==> src/rtl/sprite_line_scheduler.sv <==
// sprite_line_scheduler: builds one scanline buffer from the sprite table through a single time-shared fetch path; define SPRITE_COLLISION_EN for overlap detection
module sprite_line_scheduler #(
  parameter int NUM_SPRITES = 20,
  parameter int LINE_W = 640,
  parameter int SPRITE_W = 32,
  parameter int SPRITE_H = 32,
  parameter logic [23:0] BG_COLOR = 24'h000000,
  parameter logic [23:0] TRANSPARENT = 24'hFF00FF,
  localparam int IW = $clog2(NUM_SPRITES),
  localparam int CW = $clog2(SPRITE_W),
  localparam int RW = $clog2(SPRITE_H),
  localparam int AW = 5 + RW + CW
) (
  input  logic          clk,
  input  logic          reset,
  input  logic          line_start,
  input  logic [9:0]    next_line,
  output logic [IW-1:0] ent_idx,
  input  logic [23:0]   ent_data,
  output logic [AW-1:0] rom_addr,
  input  logic [23:0]   rom_data,
  output logic          lb_we,
  output logic [9:0]    lb_addr,
  output logic [23:0]   lb_wdata,
  output logic          busy,
  output logic          done,
  output logic          overrun
`ifdef SPRITE_COLLISION_EN
  ,
  output logic          collision,
  output logic [IW-1:0] coll_idx
`endif
);
  typedef enum logic [2:0] {IDLE, CLEAR, RD, CHK, FETCH, DRAIN, FIN} state_t;
  state_t state;
  logic [9:0] l, ca, sx, d;
  logic [10:0] wsum;
  logic [CW-1:0] col, wcol;
  logic wr, wr_we, hit, nxt;
  assign col = rom_addr[CW-1:0];
  // hit test on the returned entry and the one-cycle-late pixel write path
  always_comb begin
    d = l - {1'b0, ent_data[13:5]};
    hit = ent_data[4:0] != 5'd0 && l >= {1'b0, ent_data[13:5]} && d < 10'(SPRITE_H);
    nxt = (state == CHK && !hit) || state == DRAIN;
    wsum = {1'b0, sx} + 11'(wcol);
    wr_we = wr && rom_data != TRANSPARENT && wsum < 11'(LINE_W);
    lb_we = state == CLEAR || wr_we;
    lb_addr = state == CLEAR ? ca : wr ? wsum[9:0] : 10'd0;
    lb_wdata = state == CLEAR ? BG_COLOR : wr ? rom_data : 24'd0;
  end
  // sequencer: clear, scan entries high to low, fetch one ROM row per hit
  always_ff @(posedge clk or negedge reset)
    if (!reset) begin
      state <= IDLE;
      l <= '0;
      ca <= '0;
      sx <= '0;
      wr <= 1'b0;
      wcol <= '0;
      ent_idx <= '0;
      rom_addr <= '0;
      busy <= 1'b0;
      done <= 1'b0;
      overrun <= 1'b0;
    end else begin
      done <= 1'b0;
      overrun <= 1'b0;
      wr <= state == FETCH;
      wcol <= col;
      if (line_start) begin
        overrun <= busy;
        l <= next_line;
        ca <= '0;
        wr <= 1'b0;
        busy <= 1'b1;
        state <= CLEAR;
      end else if (nxt) begin
        state <= ent_idx == '0 ? FIN : RD;
        ent_idx <= ent_idx == '0 ? ent_idx : ent_idx - 1'b1;
        done <= ent_idx == '0;
        busy <= ent_idx != '0;
      end else
        case (state)
          CLEAR: begin
            ca <= ca + 10'd1;
            ent_idx <= IW'(NUM_SPRITES - 1);
            state <= ca == 10'(LINE_W - 1) ? RD : CLEAR;
          end
          RD: state <= CHK;
          CHK: begin
            sx <= ent_data[23:14];
            rom_addr <= {ent_data[4:0], d[RW-1:0], {CW{1'b0}}};
            state <= FETCH;
          end
          FETCH: begin
            rom_addr[CW-1:0] <= col + 1'b1;
            state <= col == CW'(SPRITE_W - 1) ? DRAIN : FETCH;
          end
          default: state <= IDLE;
        endcase
    end
`ifdef SPRITE_COLLISION_EN
  logic [LINE_W-1:0] own;
  // pixels already claimed by a sprite on the line being built
  always_ff @(posedge clk or negedge reset)
    if (!reset) own <= '0;
    else if (state == CLEAR) own <= '0;
    else if (wr_we) own[lb_addr] <= 1'b1;
  assign collision = wr_we && own[lb_addr];
  assign coll_idx = collision ? ent_idx : '0;
`endif
endmodule

==> config.mk <==
export PLATFORM = sky130hd
export DESIGN_NAME = sprite_line_scheduler
export DESIGN_NICKNAME = d
export VERILOG_FILES = /design/src/rtl/sprite_line_scheduler.sv
export SDC_FILE = /design/constraint.sdc
export NUM_CORES = 1
export LEC_CHECK = 0
export BUFFER_PORTS_ARGS = -buffer_cell sky130_fd_sc_hd__buf_2
export CAP_MARGIN = 30
export CORE_AREA = 2 2 93 95
export DETAILED_ROUTE_END_ITERATION = 12
export DIE_AREA = 0 0 95 97
export HOLD_SLACK_MARGIN = 0.08
export PLACE_DENSITY = 0.74
export SYNTH_ARGS = -nofsm -noshare
export SYNTH_HDL_FRONTEND = slang
export SYNTH_SLANG_ARGS = --single-unit
export TNS_END_PERCENT = 5
==> constraint.sdc <==
create_clock -name clk -period 5.45 [get_ports clk]
set_input_delay 0.545 -clock clk [delete_from_list [all_inputs] [get_ports clk]]
set_output_delay 0.545 -clock clk [all_outputs]
set_load 0.05 [all_outputs]
* Word-level counts from Yosys, hierarchy flattened
Index checks and enable logic that the tools add are counted.
Operators by class: add/subtract/negate cells 5, multiplexer cells 23, magnitude comparators 3, eq/ne operators 10, bitwise operators 2, reduce and logical (&&, ||, !) cells 19
Operator list (count):
- 10-bit two-way mux | 5
- 24-bit two-way mux | 2
- 24-bit != test, second input constant | 1
- 5-bit two-way mux | 3
- 3-bit one-hot mux with 4 select lines | 1
- 10-bit by 5-bit adder with 11-bit output | 1
- 11-bit by 10-bit less-than comparator with 1-bit output, second input constant | 1
- 10-bit by 1-bit adder with 10-bit output, second input constant | 1
- 10-bit equality test, second input constant | 1
- 10-bit by 9-bit >= comparator with 1-bit output | 1
- 10-bit by 6-bit less-than comparator with 1-bit output, second input constant | 1
- 5-bit one-hot mux with 2 select lines | 1
- 5-bit nonzero test | 2
- 10-bit by 9-bit subtractor with 10-bit output | 1
- 3-bit two-way mux | 3
- 3-bit AND reduction | 3
- 2-bit nonzero test | 4
- 1-bit two-way mux | 7
- 3-bit by 2-bit equality test with 1-bit output, second input constant | 2
- 3-bit equality test, second input constant | 2
- 5-bit by 1-bit adder with 5-bit output, second input constant | 1
- 5-bit equality test, second input constant | 1
- 1-bit logical AND | 5
- 5-bit zero test | 1
- 8 further kinds | 11
Word-level totals: word-level logic and storage cells 74, output and inout bits 58, input port bits 61, bits in registers 62

* Longest topological paths before layout
Gate-level depths: netlist of run 1.
word-level depth 8, gate-level depth with buffers 11

* Worst setup path before layout of run 1
OpenSTA, ideal clock, no wires.
kind register to output, start reg sx[0], end out lb_we, slack 2.270 ns, data arrival time 2.635 ns, buffers on the path 0, stages on the path, launching flop included 11, path through dfrtp_1 > ha_1 > fa_1 > a21o_1 > a21oi_1 > nor2b_1 > o21a_1 > nand2b_1 > nand3_1 > o311a_1 > o22ai_1
On the way: longest elaborated chain between the ends 4
Ends and longest elaborated chain:
- from (decl) | RTL line 36 | logic [9:0] l, ca, sx, d;
- from (signal assigned) | RTL line 92 | sx <= ent_data[23:14];
- 10-bit by 5-bit adder with 11-bit output | RTL line 46 | wsum = {1'b0, sx} + 11'(wcol);
- 11-bit by 10-bit less-than comparator with 1-bit output | RTL line 47 | wr_we = wr && rom_data != TRANSPARENT && wsum < 11'(LINE_W);
- 1-bit logical AND | RTL line 47
- 1-bit logical OR | RTL line 48 | lb_we = state == CLEAR || wr_we;
- to (decl) | RTL line 22 | output logic lb_we,
Every way passes these cells.

* Worst setup path after layout of run 1
Same ends and word-level chain as after synthesis.

==> summary.md, run 1 <==
| Metric | Value |
|---|---|
| Core Region | 8130 sq um |
| Worst Tran Pin Value | 0.787 ns |
| Sw Share | 27.0% |
| Largest fanout on the critical path | 5 |
| Final wirelength | 8.76 mm |
| Hold bufs inserted after CTS | 0 |
| Final period util | 61.1% |
| Total power | 1.05 mW |
| All-Layer GR Usage | 19.6% |
| Crit path max-delay cell type | fa_1 |
| Clk pwr share | 37.9% |
| FMAX | 300 MHz |
| Reg2Reg Setup Slack | 2.30 ns |
| Remaining DRCs | 0 |
| Sinks on Clock Net | 62 |
| Routed vias/inst | 5.24 |
| PortBufs | 118 |
| Max_cap viols | 0 |
| CTS tree | built |
| Drt wl/cell | 14.2 um |
| DRT Pass-1 Iters | 4 |
| Vias in the first global route | 3179 |
| P&R area growth vs syn | 23.7% |
| Outcome | finished clean |
| Slew Viols, Final | 0 |
| Worst path arrival time | 2.78 ns |
| Syn avg cell area | 10.0 sq um |
| Internal power | 765 uW |
| RSZ-0062 raised after global routing | false |
| Grt total ovfl | 0 |
| Die height | 97 um |
| Yosys warning total | 0 |
| 1st-iter DRT viols | 208 |
| Root Driver | clkbuf_8 |
| Worst slew margin | 47.5% |
| DR vias | 3234 |
| Peak VDD IR | 0.000131 V |
| Critical Path Source Type | register |
| Setup bufs post-CTS | 0 |
| Crit path buf inv count | 1 |
| Final hold vios | 0 |
| Flop pwr share | 46.0% |
| Initial Util | 47.4% |
| Initial antenna violation count | 0 |
| Gpl congestion | 0.882 |
| Crit path cell chain | ha_1 > fa_1 > a21o_1 > a21oi_1 > nor2b_1 > o21a_1 > a31oi_1 > o31ai_1 > o22ai_1 > buf_2 |
| Post-synth top area share | 40.2% |
| Max incr delay on CP | 0.41 ns |
| Fin nets | 590 |
| IO Count | 119 |
| Ys flop type | dfrtp_1 |
| Worst skew pair latency | 0.34 ns |
| Post-Syn Area | 3860 sq um |
| Yosys cell types | 62 |
| RR Endpoint | sx[0]$_DFFE_PN0P_ |
| Total CTS buffers | 9 |
| Power density cells | 220 nW/um^2 |
| Fin crit period | 3.33 ns |
| Net load switching power | 284 uW |
| Post-synthesis sequential area ratio | 40.2% |
| Ys async rst share | 100% |
| Leakage power | 2.54 nW |
| R2r startpoint | l[0]$_DFFE_PN0P_ |
| CTS max path bufs | 2 |
| Register bit count reported by yosys | 62 |
| Delay-heaviest family, CP | compound AO/OA/AOI/OAI gates |
| Synth area leader | dfrtp_1 |
| # rows | 33 |
| Most frequent cell after synthesis | dfrtp_1 |
| # resized after CTS | 0 |
| Setup crit end kind | output pin |
| Commonest cells in the netlist | dfrtp_1 (62), nor2_1 (33), nand2_1 (32) |
| Largest net degree at the start of global routing | 63 |
| Endpoints failing setup | 0 |
| Post-Synthesis Cells | 385 |
| Logic pwr share | 16.1% |
| Global-route wire length before repair | 14.3 mm |
| Area after DPL | 4580 sq um |
| CP Launch Point | sx[0]$_DFFE_PN0P_ |
| Layout cell share with drive strength beyond 1 | 34.8% |
| Post-route ant nets | 0 |
| Worst-path clk slew | 0.07 ns |
| Worst-case clock skew | 0.00739 ns |
| Antenna Cells | 0 |
| Number of synthesized flops with an enable pin | 0 |
| Final HPWL DP | 6.59 mm |
| Critical path required time | 4.91 ns |
| Synth top area cells | dfrtp_1 (40%), ha_1 (6.2%), mux2_4 (4.7%) |
| Syn Nets | 467 |
| Die area | 9220 sq um |
| Class of the worst hold path | in -> async |
| Die width | 95 um |
| Kind of critical path | reg -> out |
| Number of H-tree levels | 3 |
| Setup TNS | 0 ns |
| Reg2Reg Depth | 11 |
| Post-route cell area | 4770 sq um |
==> placed cells by master (no fill, tap or decap), drive strengths merged, types with 3 or more instances in the layout <==
cell type / instances
a21o: 5
a21oi: 10
a221oi: 3
a22o: 7
a31oi: 4
and2: 25
and3: 6
buf: 124
clkbuf: 11
dfrtp: 62
ha: 19
inv: 20
mux2: 24
mux2i: 4
nand2: 32
nand2b: 6
nand3: 6
nand4: 11
nor2: 33
nor2b: 8
nor3: 7
o211ai: 4
o21a: 3
o21ai: 18
xnor2: 9
xor2: 13
==> metrics by stage <==
stage                     setup WS, ns  utilization, %  hold WS (ns)  cells
after floorplan                   2.27               -         0.249    385
after global placement            1.64            55.9         0.423    600
after detailed placement          2.00            56.3         0.424    602
after CTS                         2.08            58.7         0.391    617
after global routing              1.89            58.7         0.421    617
final                             2.12            58.7         0.349    617
==> power by group through the flow <==
stage,Sequential (mW),Combinational (mW),Clock (mW)
4_1_cts,0.482,0.170,0.407
2_1_floorplan,0.496,0.107,0
6_report,0.482,0.169,0.398
3_5_place_dp,0.491,0.169,0
3_3_place_gp,0.490,0.165,0
5_1_grt,0.484,0.188,0.427
==> cells by family after synthesis <==
logic type / share of synthesized area (%)
AND/OR/NAND/NOR: 21.2
multiplexers: 9.21
AO/OA/AOI/OAI: 13.4
adder cells (fa/ha/maj): 7.20
buffers and inverters: 3.83
XOR/XNOR: 5.00
flip-flops: 40.2
==> layer usage <==
layer	track usage, %	part of all wire, %	vias up
met5	0	0	-
met4	8.03	1.8	0
met3	3.35	6.4	11
li1	-	-	1602
met1	23.6	43	1505
met2	34.0	49	116
==> state kept, by name, indices dropped and copies added, names as in the netlist <==
register  flops
busy          1
ca           10
done          1
ent_idx       5
l            10
overrun       1
rom_addr     15
state         3
sx           10
wcol          5
wr            1
==> layout make-up <==
cell class | count | area [sq um]
clock buffer | 11 | 141
inverter | 20 | 75.1
multi-input combinational | 290 | 2160
tap | 105 | 131
clock inverter | 4 | 47.5
timing repair buffer | 125 | 666
sequential | 62 | 1550
fill | 707 | 3360
==> worst max-delay path by stage <==
stage / end / slack (ns) / cells past startpoint
finish: lb_we / 2.12 / 10
global route: lb_we / 1.89 / 10
CTS: lb_we / 2.08 / 10
detailed placement: sx[0]$_DFFE_PN0P_ / 2.00 / 11
global placement: sx[0]$_DFFE_PN0P_ / 1.64 / 10
floorplan: lb_we / 2.27 / 10
(Power assumes the default switching activity.)
==> run 2: changes to the inputs <==
--- a/config.mk
+++ b/config.mk
@@ -7,11 +7,11 @@
 export LEC_CHECK = 0
 export BUFFER_PORTS_ARGS = -buffer_cell sky130_fd_sc_hd__buf_2
 export CAP_MARGIN = 30
-export CORE_AREA = 2 2 93 95
+export CORE_AREA = 2 2 94 96
 export DETAILED_ROUTE_END_ITERATION = 12
-export DIE_AREA = 0 0 95 97
+export DIE_AREA = 0 0 96 98
 export HOLD_SLACK_MARGIN = 0.08
-export PLACE_DENSITY = 0.74
+export PLACE_DENSITY = 0.76
 export SYNTH_ARGS = -nofsm -noshare
 export SYNTH_HDL_FRONTEND = slang
 export SYNTH_SLANG_ARGS = --single-unit
==> constraint.sdc (replaced) <==
create_clock -name clk -period 3 [get_ports clk]
set_input_delay 0.3 -clock clk [delete_from_list [all_inputs] [get_ports clk]]
set_output_delay 0.3 -clock clk [all_outputs]
set_load 0.05 [all_outputs]
==> run 2 against run 1 <==
  * Sequential cell count unchanged
  * Core utilization decreased by 1.4 points
  * Non-clock buffer count increased by 3
  * Sequential share of layout area decreased by 0.51 points
  * Critical path type unchanged
  * Critical endpoint unchanged
  * Highest routed layer unchanged
==> summary.md, run 2 (synthesized netlist as in run 1, its figures left out) <==
| Metric | Value |
|---|---|
| Grt total ovfl | 0 |
| Max incr delay on CP | 0.39 ns |
| Sinks on Clock Net | 62 |
| Worst-case clock skew | 0.00760 ns |
| Class of the worst hold path | in -> reg |
| Leakage power | 2.56 nW |
| Largest register FFs | 15 |
| Worst slack at placement | 0.0115 ns |
| Fin nets | 593 |
| Die width | 96 um |
| P&R area growth vs syn | 25.7% |
| All-Layer GR Usage | 19.2% |
| Routed vias/inst | 5.33 |
| Final wirelength | 8.81 mm |
| Crit path cell chain | ha_1 > fa_2 > a21o_1 > a21oi_2 > nor2b_1 > o21a_2 > nand2b_1 > nand3_1 > o311a_1 > o22ai_2 > buf_6 |
| Slew Viols, Final | 0 |
| Endpoints failing setup | 0 |
| Total CTS buffers | 9 |
| Largest fanout on the critical path | 5 |
| CTS max path bufs | 2 |
| Max_cap viols | 0 |
| DRT Pass-1 Iters | 4 |
| Die height | 98 um |
| RR Endpoint | rom_addr[13]$_DFFE_PN0P_ |
| Worst skew pair latency | 0.34 ns |
| Remaining DRCs | 0 |
| Delay-heaviest family, CP | compound AO/OA/AOI/OAI gates |
| Gpl congestion | 0.869 |
| Fin crit period | 2.92 ns |
| Min-Delay Path Depth | 3 |
| Post-route cell area | 4850 sq um |
| Post-layout util | 57.3% |
| Setup bufs post-CTS | 0 |
| Worst slew margin | 61.4% |
| Largest Register | rom_addr |
| Drt wl/cell | 14.1 um |
| DR vias | 3323 |
| Final hold vios | 0 |
| Kind of critical path | reg -> out |
| 1st-iter DRT viols | 137 |
| Number of H-tree levels | 3 |
| Layout cell share with drive strength beyond 1 | 36.6% |
| Critical path required time | 2.70 ns |
| Hold endpoint | l[0]$_DFFE_PN0P_ |
| Area after DPL | 4590 sq um |
| Setup crit end kind | output pin |
| Worst path arrival time | 2.62 ns |
| Fill cells | 756 |
| Final HPWL DP | 6.64 mm |
| # rows | 34 |
| Commonest non-fill, non-tap cell in the layout | buf_2 |
| Critical Path Source Type | register |
| Fin worst setup slack | 0.0841 ns |
| Hold Startpoint | next_line[0] |
| Die area | 9410 sq um |
| Reg2Reg Setup Slack | 0.16 ns |
| Most frequent cells in the layout | buf_2 (114), dfrtp_1 (62), nor2_1 (33) |
| Core Region | 8470 sq um |
| Worst-path clk slew | 0.07 ns |
| PortBufs | 118 |
| RSZ-0062 raised after global routing | true |
| Vias in the first global route | 3207 |
| Worst Tran Pin Value | 0.578 ns |
| R2r startpoint | l[0]$_DFFE_PN0P_ |
| CTS tree | built |
| Global-route wire length before repair | 14.3 mm |
| Power density cells | 402 nW/um^2 |
| Crit path max-delay cell type | dfrtp_1 |
| Peak VDD IR | 0.000314 V |
| Initial antenna violation count | 0 |
| Outcome | finished clean |
| Antenna Cells | 0 |
| Initial Util | 45.6% |
| Reg2Reg Depth | 11 |
| IO Count | 119 |
| FMAX | 343 MHz |
| Largest net degree at the start of global routing | 32 |
| Root Driver | clkbuf_8 |
| Post-route ant nets | 0 |
| Final period util | 97.2% |
| Crit path buf inv count | 1 |
## run 2: cell count changes in the layout (fill, tap and decap cells not counted), moves of 3 or more
| cell | delta |
|---|---|
| buf_2 | -4 |
| buf_4 | +4 |
| a21oi_1 | -3 |
| a21oi_2 | +3 |
| clkinv_4 | +3 |
## run 2: how the worst max path moves through the flow
stage / startpoint / slack, ns / end / cells past startpoint
after floorplan: l[0]$_DFFE_PN0P_ / 0.06 / rom_addr[7]$_DFFE_PN0P_ / 11
after global placement: ent_data[5] / 0.08 / sx[0]$_DFFE_PN0P_ / 11
after detailed placement: ent_data[5] / 0.01 / rom_addr[13]$_DFFE_PN0P_ / 11
after CTS: sx[0]$_DFFE_PN0P_ / 0.002 / lb_we / 11
after global routing: sx[0]$_DFFE_PN0P_ / -0.03 / lb_we / 11
final: sx[0]$_DFFE_PN0P_ / 0.08 / lb_we / 11
## run 2: area by class of cell
class	instances	area [sq um]	area share, %
inverter	20	75.1	1.55
timing repair buffer	128	698	14.4
tap	108	135	2.79
sequential	62	1550	32.0
clock inverter	7	81.3	1.68
clock buffer	9	124	2.56
multi-input combinational	290	2180	45.0
## run 2: worst min-delay path: stages
cell     delay, ns
buf_2         0.07
nand2_1       0.04
o21ai_0       0.06
## run 2: metrics by stage
step / setup TNS [ns] / cells / total power [mW] / hold slack, ns
after floorplan: 0 / 385 / 1.09 / 0.00441
after global placement: 0 / 607 / 1.19 / 0.308
after detailed placement: 0 / 607 / 1.20 / 0.314
after CTS: 0 / 624 / 1.96 / 0.167
after global routing: -0.0406 / 624 / 2.04 / 0.177
final: 0 / 624 / 1.95 / 0.172
## run 2: power by group
part	switching (mW)	total [mW]	internal (mW)
registers	0.0167	0.875	0.858
logic	0.177	0.314	0.137
clock network	0.366	0.759	0.393
total	0.560	1.95	1.39
## run 2: per-layer routing
metal	track usage, %	wire length, um
met1	23.1	3640
met2	33.9	4480
met3	3.16	554
met4	6.92	142
met5	0	0
## run 2: timing repair
action | in CTS | in global routing
hold buffers | 1 | 0
resized for setup | 5 | 9
hold endpoints to repair | 22 | 0
pin swaps | 1 | 2
setup endpoints to repair | 3 | 25
